## src/rtl/hdmi_i2c_init_sequencer.sv

```systemverilog
// Walks a register-init table and issues one I2C write per entry through the
// byte-level master's enable/ready handshake, with delays, NACK retries and timeout.
module hdmi_i2c_init_sequencer #(
  parameter int NUM_ENTRIES = 32,
  parameter int DELAY_UNIT  = 1000,
  parameter int MAX_RETRY   = 3,
  parameter int TIMEOUT     = 65535,
  parameter bit AUTO_START  = 1'b1,
  localparam int IW = $clog2(NUM_ENTRIES)
) (
  input  logic          clk,
  input  logic          rst,
  input  logic          start,
  output logic [IW-1:0] tbl_addr,
  input  logic [23:0]   tbl_data,
  output logic [6:0]    i2c_addr,
  output logic [15:0]   i2c_data,
  output logic          i2c_rw,
  output logic          i2c_enable,
  input  logic          i2c_ready,
  input  logic          i2c_nack,
  output logic          busy,
  output logic          done,
  output logic          error,
  output logic [IW-1:0] err_index
);

  localparam int DW = $clog2(255 * DELAY_UNIT + 1);
  localparam int RW = (MAX_RETRY > 0) ? $clog2(MAX_RETRY + 1) : 1;
  localparam logic [IW-1:0] LAST_INDEX = IW'(NUM_ENTRIES - 1);
  localparam logic [RW-1:0] RETRY_MAX  = RW'(MAX_RETRY);
  localparam logic [15:0]   TIMER_LAST = 16'(TIMEOUT - 1);
  localparam logic [23:0]   END_MARKER = 24'hFF_FFFF;

  typedef enum logic [3:0] {
    S_IDLE, S_FETCH, S_ROM_WAIT, S_DECODE, S_ISSUE,
    S_WAIT_ACCEPT, S_WAIT_DONE, S_DELAY, S_NEXT, S_DONE, S_ERROR
  } state_t;

  state_t        state;
  logic [IW-1:0] index;
  logic [RW-1:0] retry;
  logic [15:0]   timer;
  logic [DW-1:0] delay_cnt;
  logic          auto_pend;

  // Only writes are ever issued.
  assign i2c_rw = 1'b0;

  // NOTE: all state and outputs update with non-blocking assignments so every
  // branch below reads the pre-edge values, independent of statement order.
  always_ff @(posedge clk or posedge rst) begin
    if (rst) begin
      state      <= S_IDLE;
      index      <= '0;
      retry      <= '0;
      timer      <= '0;
      delay_cnt  <= '0;
      auto_pend  <= AUTO_START;
      tbl_addr   <= '0;
      i2c_addr   <= '0;
      i2c_data   <= '0;
      i2c_enable <= 1'b0;
      busy       <= 1'b0;
      done       <= 1'b0;
      error      <= 1'b0;
      err_index  <= '0;
    end else begin
      auto_pend <= 1'b0;
      // NOTE: the timer clears by default; only the "stay in wait state"
      // branches override it, so any state change restarts it from zero.
      timer     <= '0;
      case (state)
        S_IDLE, S_DONE, S_ERROR: begin
          if (start || auto_pend) begin
            index     <= '0;
            busy      <= 1'b1;
            done      <= 1'b0;
            error     <= 1'b0;
            err_index <= '0;
            state     <= S_FETCH;
          end
        end
        S_FETCH: begin
          tbl_addr <= index;
          state    <= S_ROM_WAIT;
        end
        S_ROM_WAIT: state <= S_DECODE;
        S_DECODE: begin
          if (tbl_data == END_MARKER) begin
            busy  <= 1'b0;
            done  <= 1'b1;
            state <= S_DONE;
          end else if (tbl_data[23]) begin
            delay_cnt <= DW'(tbl_data[7:0]) * DW'(DELAY_UNIT);
            state     <= (tbl_data[7:0] == 8'd0) ? S_NEXT : S_DELAY;
          end else begin
            i2c_addr <= tbl_data[22:16];
            i2c_data <= tbl_data[15:0];
            retry    <= '0;
            state    <= S_ISSUE;
          end
        end
        S_ISSUE: begin
          i2c_enable <= 1'b1;
          state      <= S_WAIT_ACCEPT;
        end
        S_WAIT_ACCEPT: begin
          if (!i2c_ready) begin
            i2c_enable <= 1'b0;
            state      <= S_WAIT_DONE;
          end else if (timer == TIMER_LAST) begin
            i2c_enable <= 1'b0;
            busy       <= 1'b0;
            error      <= 1'b1;
            err_index  <= index;
            state      <= S_ERROR;
          end else begin
            timer <= timer + 16'd1;
          end
        end
        S_WAIT_DONE: begin
          // A completion seen in the same cycle as the timeout takes priority.
          if (i2c_ready) begin
            if (!i2c_nack) begin
              state <= S_NEXT;
            end else if (retry != RETRY_MAX) begin
              retry <= retry + RW'(1);
              state <= S_ISSUE;
            end else begin
              busy      <= 1'b0;
              error     <= 1'b1;
              err_index <= index;
              state     <= S_ERROR;
            end
          end else if (timer == TIMER_LAST) begin
            busy      <= 1'b0;
            error     <= 1'b1;
            err_index <= index;
            state     <= S_ERROR;
          end else begin
            timer <= timer + 16'd1;
          end
        end
        S_DELAY: begin
          if (delay_cnt <= DW'(1)) begin
            delay_cnt <= '0;
            state     <= S_NEXT;
          end else begin
            delay_cnt <= delay_cnt - DW'(1);
          end
        end
        S_NEXT: begin
          if (index == LAST_INDEX) begin
            busy  <= 1'b0;
            done  <= 1'b1;
            state <= S_DONE;
          end else begin
            index <= index + IW'(1);
            state <= S_FETCH;
          end
        end
        default: state <= S_IDLE;
      endcase
    end
  end

endmodule
```

## config.mk

```make
export PLATFORM = sky130hd
export DESIGN_NAME = hdmi_i2c_init_sequencer
export DESIGN_NICKNAME = d
export VERILOG_FILES = /design/src/rtl/hdmi_i2c_init_sequencer.sv
export SDC_FILE = /design/constraint.sdc
export NUM_CORES = 1
export LEC_CHECK = 0
export CAP_MARGIN = 5
export CELL_PAD_IN_SITES_DETAIL_PLACEMENT = 1
export CELL_PAD_IN_SITES_GLOBAL_PLACEMENT = 1
export CORE_UTILIZATION = 29
export DETAILED_ROUTE_END_ITERATION = 10
export PLACE_DENSITY_LB_ADDON = 0.08
export SETUP_SLACK_MARGIN = 0.1
export SLEW_MARGIN = 20
export SYNTH_ARGS = -nofsm -noshare
export SYNTH_HDL_FRONTEND = slang
export SYNTH_SLANG_ARGS = --single-unit
```

## constraint.sdc

```tcl
create_clock -name clk -period 2.7 [get_ports clk]
set_input_delay 0.27 -clock clk [delete_from_list [all_inputs] [get_ports clk]]
set_output_delay 0.27 -clock clk [all_outputs]
set_load 0.01 [all_outputs]
```

Word-level counts from Yosys, hierarchy flattened

Cells that the tools add are included.

Input port bits: 29
Word-level logic and storage cells: 128
Bits in registers: 83

$lt $le $gt $ge: 1
Add/sub/neg operators: 4
Bitwise gates (word level): 2
Eq/ne operators: 29
Reductions and logical operators: 20
Multiplexer cells: 57
$mul: 1

Operator list:

| cell                    | count |
|---|---|
| $mux W18                | 3 |
| $mux W16                | 3 |
| $mux W4                 | 11 |
| $pmux W18 S2            | 1 |
| $pmux W4 S9             | 1 |
| $mux W5                 | 7 |
| $pmux W16 S2            | 1 |
| $ne A2 B2 Y1 const B    | 13 |
| $eq A24 B24 Y1 const B  | 1 |
| $le A18 B1 Y1 const B   | 1 |
| $mux W1                 | 18 |
| $sub A18 B1 Y18 const B | 1 |
| $add A16 B1 Y16 const B | 1 |
| $eq A16 B16 Y1 const B  | 1 |
| $eq A4 B3 Y1 const B    | 4 |
| $mul A8 B7 Y15 const B  | 1 |
| $pmux W5 S3             | 1 |
| $eq A4 B4 Y1 const B    | 3 |
| $mux W2                 | 5 |
| $pmux W5 S2             | 1 |
| $ne A3 B3 Y1 const B    | 3 |
| $reduce_and A3 Y1       | 3 |
| $eq A4 B2 Y1 const B    | 2 |
| $logic_not A8 Y1        | 1 |
| 20 further kinds        | 27 |

Depth between registers and ports, before layout

Gate-level depths: netlist of the first run.

Depth after elaboration: 5
Mapped depth: 14

Worst setup path after synthesis of the first run

Ideal clock, no wire load.

Path kind: input to register
Start point: input port tbl_data[0]
End point: register delay_cnt[15]
Stages: 14
Setup time: 0.126 ns
Data arrival time: 3.713 ns
Path buffers: 0
Data required time: 2.574 ns
Setup slack: -1.139 ns
Cell sequence: fa_1 -> xor2_1 -> ha_1 -> inv_1 -> fa_1 -> fa_1 -> inv_1 -> ha_1 -> a21o_1 -> a21oi_1 -> a311oi_1 -> nand2b_1 -> xor2_1 -> a221o_1

Word-level cells in the longest chain between the ends: 4

RTL lines:

| element              | line | text |
|---|---|---|
| from (decl)          | 15   | `input logic [23:0] tbl_data,` |
| $mul A8 B7 Y15       | 95   | `delay_cnt <= DW'(tbl_data[7:0]) * DW'(DELAY_UNIT);` |
| $mux W18             | 94   | `end else if (tbl_data[23]) begin` |
| $mux W18             | 90   | `if (tbl_data == END_MARKER) begin` |
| $pmux W18 S2         | 73   | `case (state)` |
| to (signal assigned) | 95   |  |
| to (signal assigned) | 150  | `delay_cnt <= delay_cnt - DW'(1);` |
| to (decl)            | 44   | `logic [DW-1:0] delay_cnt;` |

Parallel ways exist; a longest one is shown, timed or not. The select of a mux whose other input is x is not followed.
A chain may end at the register's enable or synchronous reset.

Worst setup path after layout of the first run

Start point: input port tbl_data[1]
End point: register delay_cnt[15]

Same word-level chain as after synthesis.

==> parameters.txt, run 1 <==
Parameter                              Value

Outcome
  Outcome ... finished with violations
  Violations in the final reports ... negative setup slack

Setup path
  Total buffers and inverters traversed by the critical path ... 3
  Top fanout value on the critical path ... 4
  Depth of the worst register-to-register path ... 8
  CP Launch Type ... input port
  Critical Path Stages ... 13
  Reg-to-Reg Start ... delay_cnt[1]
  Slowest cell on the critical path ... sky130_fd_sc_hd__fa_1
  Most frequent cell on the critical path ... sky130_fd_sc_hd__fa_1
  Slowest Stage Delay on Critical Path ... 0.54 ns
  RR Endpoint ... delay_cnt[10]
  CP endpoint kind ... flip-flop
  Crit path arrival time ... 3.85 ns
  Critical path cell sequence ... buf_8 > fa_1 > inv_2 > fa_1 > fa_1 > fa_1 > inv_2 > ha_4 > nand4_1 > a311oi_2 > nand2b_1 > xor2_1 > a221o_1
  Data required time of the worst path ... 2.94 ns
  Type of the worst setup path ... input port to flip-flop
  Internal reg-to-reg setup slack ... 0.46 ns
  Family of cells with the greatest summed delay on the critical path ... adder cells

STA
  Setup Total Neg Slack ... -6.39 ns
  Measured slew at the worst slew-check pin ... 0.699 ns
  Clk_skew ... 0.0112 ns
  Hold Slack ... around 0.16 ns
  Setup repair after global routing missed its margin ... true
  Min Clock Period, post-route ... approximately 3.6 ns
  Tcrit/Tclk final ... 1.34
  Max-Slew Margin vs Limit ... 0.533
  Final setup slack of the worst path ... -0.906 ns
  Peak Freq ... about 280 MHz
  Number of slew-limit violations in the final report ... 0
  Hold Violations, Final ... 0
  # setup viols final ... 9

Floorplan
  Core Footprint ... 0.0195 mm²
  Top-level port count ... 67
  Total die area ... 0.0204 mm²
  Starting density of the core ... 0.295
  # rows ... about 50
  Die Span Y ... between 100 and 150 µm
  Die W ... 143 µm

Synth
  Synthesis warning total ... 0
  Sequential element share of the synthesized area ... 0.362
  Compound-Gate Fraction of Synth Area ... 0.157
  Multiplexer share of the synthesized area ... 0.0603
  Post-synthesis cell count ... 565
  Unique masters post-synth ... 71
  Library cell with the largest summed area after synthesis ... sky130_fd_sc_hd__dfrtp_1
  Synth Area in Simple Gates ... 0.148
  Xor-xnor portion of the synthesized cell area ... 0.0427
  Netlist Area Pre-Place ... between 0.005 and 0.006 mm²
  Post-synth ARST share ... 1.00
  Portion of synthesized cell area occupied by the leading cell type ... 0.357
  Most numerous cell types in the synthesized netlist ... sky130_fd_sc_hd__dfrtp_1, sky130_fd_sc_hd__ha_1, sky130_fd_sc_hd__inv_1
  Number of enable-type register cells in the synthesized netlist ... 0
  Mapped Avg Cell Area ... 10.2 µm²
  Commonest register cell after synthesis ... sky130_fd_sc_hd__dfrtp_1
  Leading post-synthesis cells by cell area ... sky130_fd_sc_hd__dfrtp_1, sky130_fd_sc_hd__ha_1, sky130_fd_sc_hd__fa_1
  Flip-flop and latch count after synthesis ... 83
  Combinational family with the most area after synthesis ... adder cells
  Leading cell type by number of instances after synthesis ... sky130_fd_sc_hd__dfrtp_1
  Share of synthesized cell area in full adder, half adder and majority cells ... 0.182

Layout
  Net total in the final layout ... around 800
  Post-synthesis to final-layout area growth ... 35.6%
  Post-route core utilization ... 0.400
  Final instance count without filler cells ... 968
  Diode count ... 0
  Register cell area after layout ... 0.00208 mm²
  Filler Cell Count ... 2166
  Multi-input gate area in the final layout ... 0.00368 mm²
  Fraction of layout instances using a drive strength above 1 ... 0.269

Worst hold path
  Hold Crit Class ... input port to flip-flop
  Hold path endpoint ... i2c_data[0]
  Count of cells along the worst hold path ... 2
  Hold Crit Start ... tbl_data[0]

Drt
  Remaining routing DRC violations ... 0
  Overall via count from detail_route ... 4742
  Residual antenna-violating net count after detailed routing ... 0
  Aggregate routed wire length ... 16.8 mm
  Detailed Routing Iterations Pass 1 ... 4
  Avg WL per Cell ... roughly 17 µm
  Count of routing violations after the opening detailed-route iteration ... 183
  Vias per Instance ... 4.90

Power and ir drop
  Power after layout ... 0.00755 W
  Power density normalized to cell area ... 970 mW/mm²
  Worst IR drop on VDD ... between 0.4 and 0.5 mV
  Static leakage power ... 3.40 nW

Clocking
  Clock buffers created by TritonCTS ... 9
  CTS hold repair buffers ... 0
  H-tree levels ... 3
  Clock-pin slew reported for the worst setup and hold paths after clock tree synthesis ... around 0.07 ns
  TritonCTS clock tree ... yes
  Number of clock sinks ... 83
  Clk root buf ... sky130_fd_sc_hd__clkbuf_16
  Clk buf depth ... 2
  Worst-Skew Late Latency ... around 0.35 ns

Job
  Max-capacitance violation count ... 0

Global routing
  Maximum number of pins on one net before global-route repair ... 34
  Total grt overflow ... 0
  All-Layer GR Usage ... 0.178
  Global-route wire length before repair ... roughly 28 mm
  Number of antenna violations at the first check in global routing ... 0
  Vias in the first global route ... ~5300

Place
  Final weighted congestion in routability-driven placement ... ~0.83
  Cell Count Post-Placement ... 946
  Buffers on Ports ... 65
  Half-perimeter wire length of the detailed placement result ... 13.0 mm
-- routing by layer --
| layer | GRT usage | up-vias | share of wire |
|---|---|---|---|
| li1 | - | 2274 | - |
| met1 | 0.232 | 2407 | 0.46 |
| met2 | 0.306 | 45 | 0.51 |
| met3 | 0.0228 | 16 | 0.015 |
| met4 | 0.0555 | 0 | 0.016 |
| met5 | 0 | - | 0 |
-- layout make-up --
| class | count | area share |
|---|---|---|
| multi-input cells | 418 | 0.472 |
| flip-flops and latches | 83 | 0.267 |
| repair buffers | 136 | 0.156 |
| well taps | 265 | 0.0426 |
| clock buffers | 9 | 0.0289 |
| inverters | 50 | 0.0259 |
| clock inverters | 7 | 0.00755 |
-- through the flow --
stage / worst slack, ns / instance area (µm²)
CTS: -0.918 / 7650
detailed placement: -1.72 / 7260
global placement: -1.65 / 7260
global route: -1.04 / 7790
finish: -0.906 / 7790
floorplan: -0.938 / 5860
-- cell usage in the layout, fill, tap and decap left out, types with 5 or more instances in the layout --
master,count
sky130_fd_sc_hd__nor2_1,43
sky130_fd_sc_hd__nor3_1,12
sky130_fd_sc_hd__clkbuf_16,9
sky130_fd_sc_hd__a21o_1,6
sky130_fd_sc_hd__dfrtp_1,82
sky130_fd_sc_hd__and3_1,6
sky130_fd_sc_hd__nand2_1,31
sky130_fd_sc_hd__o21ai_0,21
sky130_fd_sc_hd__nor4_1,5
sky130_fd_sc_hd__inv_2,10
sky130_fd_sc_hd__a21oi_1,18
sky130_fd_sc_hd__nand2b_1,7
sky130_fd_sc_hd__xnor2_1,12
sky130_fd_sc_hd__xor2_1,13
sky130_fd_sc_hd__buf_4,66
sky130_fd_sc_hd__o211ai_1,10
sky130_fd_sc_hd__clkdlybuf4s50_1,58
sky130_fd_sc_hd__ha_4,15
sky130_fd_sc_hd__nand3_1,14
sky130_fd_sc_hd__o21ai_1,13
sky130_fd_sc_hd__ha_1,34
sky130_fd_sc_hd__inv_1,35
sky130_fd_sc_hd__a22o_1,8
sky130_fd_sc_hd__fa_1,20
sky130_fd_sc_hd__a221o_1,9
sky130_fd_sc_hd__nand4_1,9
sky130_fd_sc_hd__and2_1,6
sky130_fd_sc_hd__mux2_2,29
-- power breakdown --
group | internal, W | switching, W
combinational | 0.00218 | 0.00212
sequential | 0.00162 | 0.000391
clock | 0.000641 | 0.000598
-- sequential cells by signal (all words and copies together), names as in the netlist --
register,count
done,1
error,1
err_index,5
i2c_data,16
timer,16
index,5
i2c_addr,7
retry,2
i2c_enable,1
auto_pend,1
tbl_addr,5
state,4
busy,1
delay_cnt,18
-- cells by family (layout without fill, tap and decap cells) --
| family | Yosys count | count (layout) |
|---|---|---|
| mux | 31 | 31 |
| fa+ha+maj | 71 | 71 |
| simple gates | 157 | 157 |
| compound gates | 129 | 129 |
| flops | 83 | 83 |
| xor+xnor | 28 | 28 |
| buf+inv | 65 | 202 |
| other cells | 1 | 2 |
-- worst reg2reg max path, delay by kind of cell (launching register included) --
kind / cells / cell delay (ns)
buffers and inverters: 2 / 0.31
adders and majority gates: 1 / 0.30
AOI/OAI and AO/OA: 4 / 1.04
and+or+nand+nor: 1 / 0.07
DFF: 1 / 0.41
-- how the worst max path moves through the flow --
stage	start	to	slack, ns
finish	tbl_data[1]	delay_cnt[15]	-0.91
global route	tbl_data[4]	delay_cnt[16]	-1.04
CTS	tbl_data[2]	delay_cnt[15]	-0.92
detailed placement	tbl_data[3]	delay_cnt[16]	-1.72
global placement	tbl_data[1]	delay_cnt[15]	-1.65
floorplan	tbl_data[1]	delay_cnt[16]	-0.94
-- repair_timing --
item / CTS / global route
pin swaps: 31 / 24
buffers inserted: 2 / 6
setup endpoints to repair: 11 / 13
resized for setup: 50 / 23
Note: power is estimated with default switching activity, not from simulation.
==> inputs of run 2 (changes only) <==
- CAP_MARGIN: 5 -> 20
- CTS_BUF_LIST: not set -> sky130_fd_sc_hd__clkbuf_8 sky130_fd_sc_hd__clkbuf_16
- HOLD_SLACK_MARGIN: not set -> 0.1
==> results of run 2 <==
The final DEF is identical to that of run 1; final timing and power are the same.
==> inputs of run 3 (changes only) <==
- REMOVE_ABC_BUFFERS: not set -> 1
==> parameters.txt, run 3 (synthesized netlist as in run 1, its figures left out) <==
Parameter                              Value

Power and ir drop
  Worst IR drop on VDD ... 0.594 mV
  Combinational share of power ... 0.556
  Power density normalized to cell area ... approximately 1000 mW/mm²
  Switching power of the nets ... 0.00307 W
  Static leakage power ... 3.46 nW
  Clk network pwr share ... 0.190
  Switching power share of the total ... 0.392
  Relative contribution of sequential cells to total power ... 0.254
  Internal power contribution ... 0.00475 W

Clocking
  Clock buffers created by TritonCTS ... 9
  Clk buf depth ... 2
  Clock-pin slew reported for the worst setup and hold paths after clock tree synthesis ... 0.07 ns
  TritonCTS clock tree ... yes
  Number of clock sinks ... 83
  Clk root buf ... sky130_fd_sc_hd__clkbuf_16
  Worst-Skew Late Latency ... 0.35 ns
  H-tree levels ... 3

Setup path
  Internal reg-to-reg setup slack ... 0.34 ns
  Depth of the worst register-to-register path ... 8
  Slowest Stage Delay on Critical Path ... between 0.5 and 0.6 ns
  Type of the worst setup path ... input port to flip-flop
  Slowest cell on the critical path ... sky130_fd_sc_hd__fa_1
  RR Endpoint ... state[1]
  Source of the critical timing path ... tbl_data[2]
  Crit path arrival time ... ~3.9 ns
  CP Launch Type ... input port
  Data required time of the worst path ... 2.97 ns
  Total buffers and inverters traversed by the critical path ... 4
  Family of cells with the greatest summed delay on the critical path ... adder cells
  Reg-to-Reg Start ... delay_cnt[0]
  Critical path cell sequence ... buf_12 > fa_1 > xor2_1 > ha_1 > inv_1 > fa_1 > fa_1 > inv_2 > ha_4 > a21o_1 > a21oi_4 > a311oi_2 > buf_4 > a31o_4 > a22o_1 > o211ai_1
  CP endpoint kind ... flip-flop
  Most frequent cell on the critical path ... sky130_fd_sc_hd__fa_1
  Top fanout value on the critical path ... 5

STA
  Hold Slack ... ~0.17 ns
  Setup repair after global routing missed its margin ... true
  Number of slew-limit violations in the final report ... 0
  # setup viols final ... 10
  Hold Violations, Final ... 0
  Min Clock Period, post-route ... 3.57 ns
  Final setup slack of the worst path ... -0.871 ns
  Tcrit/Tclk final ... 1.32
  Setup Total Neg Slack ... -6.48 ns
  Max-Slew Margin vs Limit ... 0.607
  Clk_skew ... 0.00688 ns
  Measured slew at the worst slew-check pin ... between 0.5 and 0.6 ns
  Peak Freq ... 280 MHz

Layout
  Diode count ... 0
  Registers with the most flip-flops ... delay_cnt: 18 flops, i2c_data: 16 flops, timer: 16 flops
  Most common library cell in the layout ignoring fill and taps ... sky130_fd_sc_hd__dfrtp_1
  Most frequent cells in the layout ... sky130_fd_sc_hd__dfrtp_1, sky130_fd_sc_hd__buf_4, sky130_fd_sc_hd__clkdlybuf4s50_1, sky130_fd_sc_hd__inv_1, sky130_fd_sc_hd__nor2_1
  Fraction of layout instances using a drive strength above 1 ... 0.244
  Flip-flop count of the largest register, all copies and words added ... 18
  Net total in the final layout ... 799
  Post-route core utilization ... 0.400
  Post-synthesis to final-layout area growth ... 35.5%
  Largest Register ... delay_cnt

Drt
  Avg WL per Cell ... 16.7 µm
  Aggregate routed wire length ... 16.2 mm
  Remaining routing DRC violations ... 0
  Residual antenna-violating net count after detailed routing ... 0
  Vias per Instance ... 4.90
  Detailed Routing Iterations Pass 1 ... 4
  Count of routing violations after the opening detailed-route iteration ... between 150 and 200
  Overall via count from detail_route ... 4747

Global routing
  All-Layer GR Usage ... 0.172
  Global-route wire length before repair ... 27.3 mm
  Number of antenna violations at the first check in global routing ... 0
  Total grt overflow ... 0
  Maximum number of pins on one net before global-route repair ... 37
  Vias in the first global route ... 5204

Floorplan
  Starting density of the core ... 0.295
  Core Footprint ... 0.0195 mm²
  Die W ... 143 µm
  Top-level port count ... 67
  # rows ... 51
  Die Span Y ... 143 µm
  Total die area ... 0.0204 mm²

Worst hold path
  Hold path endpoint ... i2c_data[2]
  Count of cells along the worst hold path ... 2
  Hold Crit Class ... input port to flip-flop
  Hold Crit Start ... tbl_data[2]

Outcome
  Violations in the final reports ... negative setup slack
  Outcome ... finished with violations

Job
  Max-capacitance violation count ... 0

Place
  Half-perimeter wire length of the detailed placement result ... 12.4 mm
  Final weighted congestion in routability-driven placement ... 0.767
  Buffers on Ports ... 65
## run 3: cell count changes in the layout (fill, tap and decap cells not counted), sizes merged
cell         before  now
clkinv            3    1
inv              51   52
clkbuf            9   10
dlygate4sd2       1    2
bufinv            0    3
clkinvlp          3    0
## run 3: worst max path at each step
stage / to / slack, ns / depth (start not counted)
finish: delay_cnt[17] / -0.87 / 16
global route: delay_cnt[17] / -1.01 / 16
CTS: delay_cnt[16] / -0.97 / 14
detailed placement: delay_cnt[16] / -1.96 / 14
global placement: delay_cnt[15] / -1.89 / 13
floorplan: delay_cnt[15] / -1.14 / 14
## run 3: per-layer routing
metal | vias up | GRT usage | wire length (µm) | share of wire
met4 | 0 | 0.0492 | 212 | 0.013
met5 | - | 0 | 0 | 0
met2 | 47 | 0.300 | 8300 | 0.51
met3 | 14 | 0.0285 | 351 | 0.022
met1 | 2408 | 0.218 | 7330 | 0.45
li1 | 2278 | - | - | -
## run 3: what timing repair did
item | CTS | global route
hold buffers | 0 | 0
gates resized for setup | 58 | 14
cloned | 0 | 0
setup endpoints to repair | 11 | 12
setup buffers | 3 | 6
pin swaps | 26 | 22
## run 3: cell type report
type / instances / area, µm²
repair buffers: 137 / 1230
flip-flops and latches: 83 / 2080
well taps: 265 / 332
clock buffers: 10 / 239
inverters: 50 / 189
fillers: 2150 / 11700
clock inverters: 6 / 111
multi-input cells: 418 / 3600
## run 3: stage by stage
step / power, W / cells / setup slack [ns] / instance area (µm²)
final: 0.00782 / 969 / -0.871 / 7790
after CTS: 0.00779 / 963 / -0.971 / 7690
after detailed placement: 0.00586 / 944 / -1.96 / 7140
after global placement: 0.00577 / 944 / -1.89 / 7140
after floorplan: 0.00418 / 551 / -1.14 / 5660
after global routing: 0.00842 / 969 / -1.01 / 7790
## run 3: worst register-to-register path, stage by stage (launching register included)
cell and delay (ns):
sky130_fd_sc_hd__dfrtp_1 0.44, sky130_fd_sc_hd__inv_1 0.08, sky130_fd_sc_hd__ha_1 0.29, sky130_fd_sc_hd__o21ai_1 0.23
sky130_fd_sc_hd__o31ai_4 0.47, sky130_fd_sc_hd__buf_4 0.26, sky130_fd_sc_hd__nand2_2 0.09, sky130_fd_sc_hd__a221oi_2 0.29
sky130_fd_sc_hd__o21ai_1 0.09
## run 3: power groups by stage
stage	clock network, W	registers (W)	logic (W)
after global routing	0.00157	0.00206	0.00479
final	0.00149	0.00199	0.00435
after CTS	0.00154	0.00199	0.00426
after global placement	0	0.00199	0.00378
after detailed placement	0	0.00201	0.00384
after floorplan	0	0.00206	0.00212
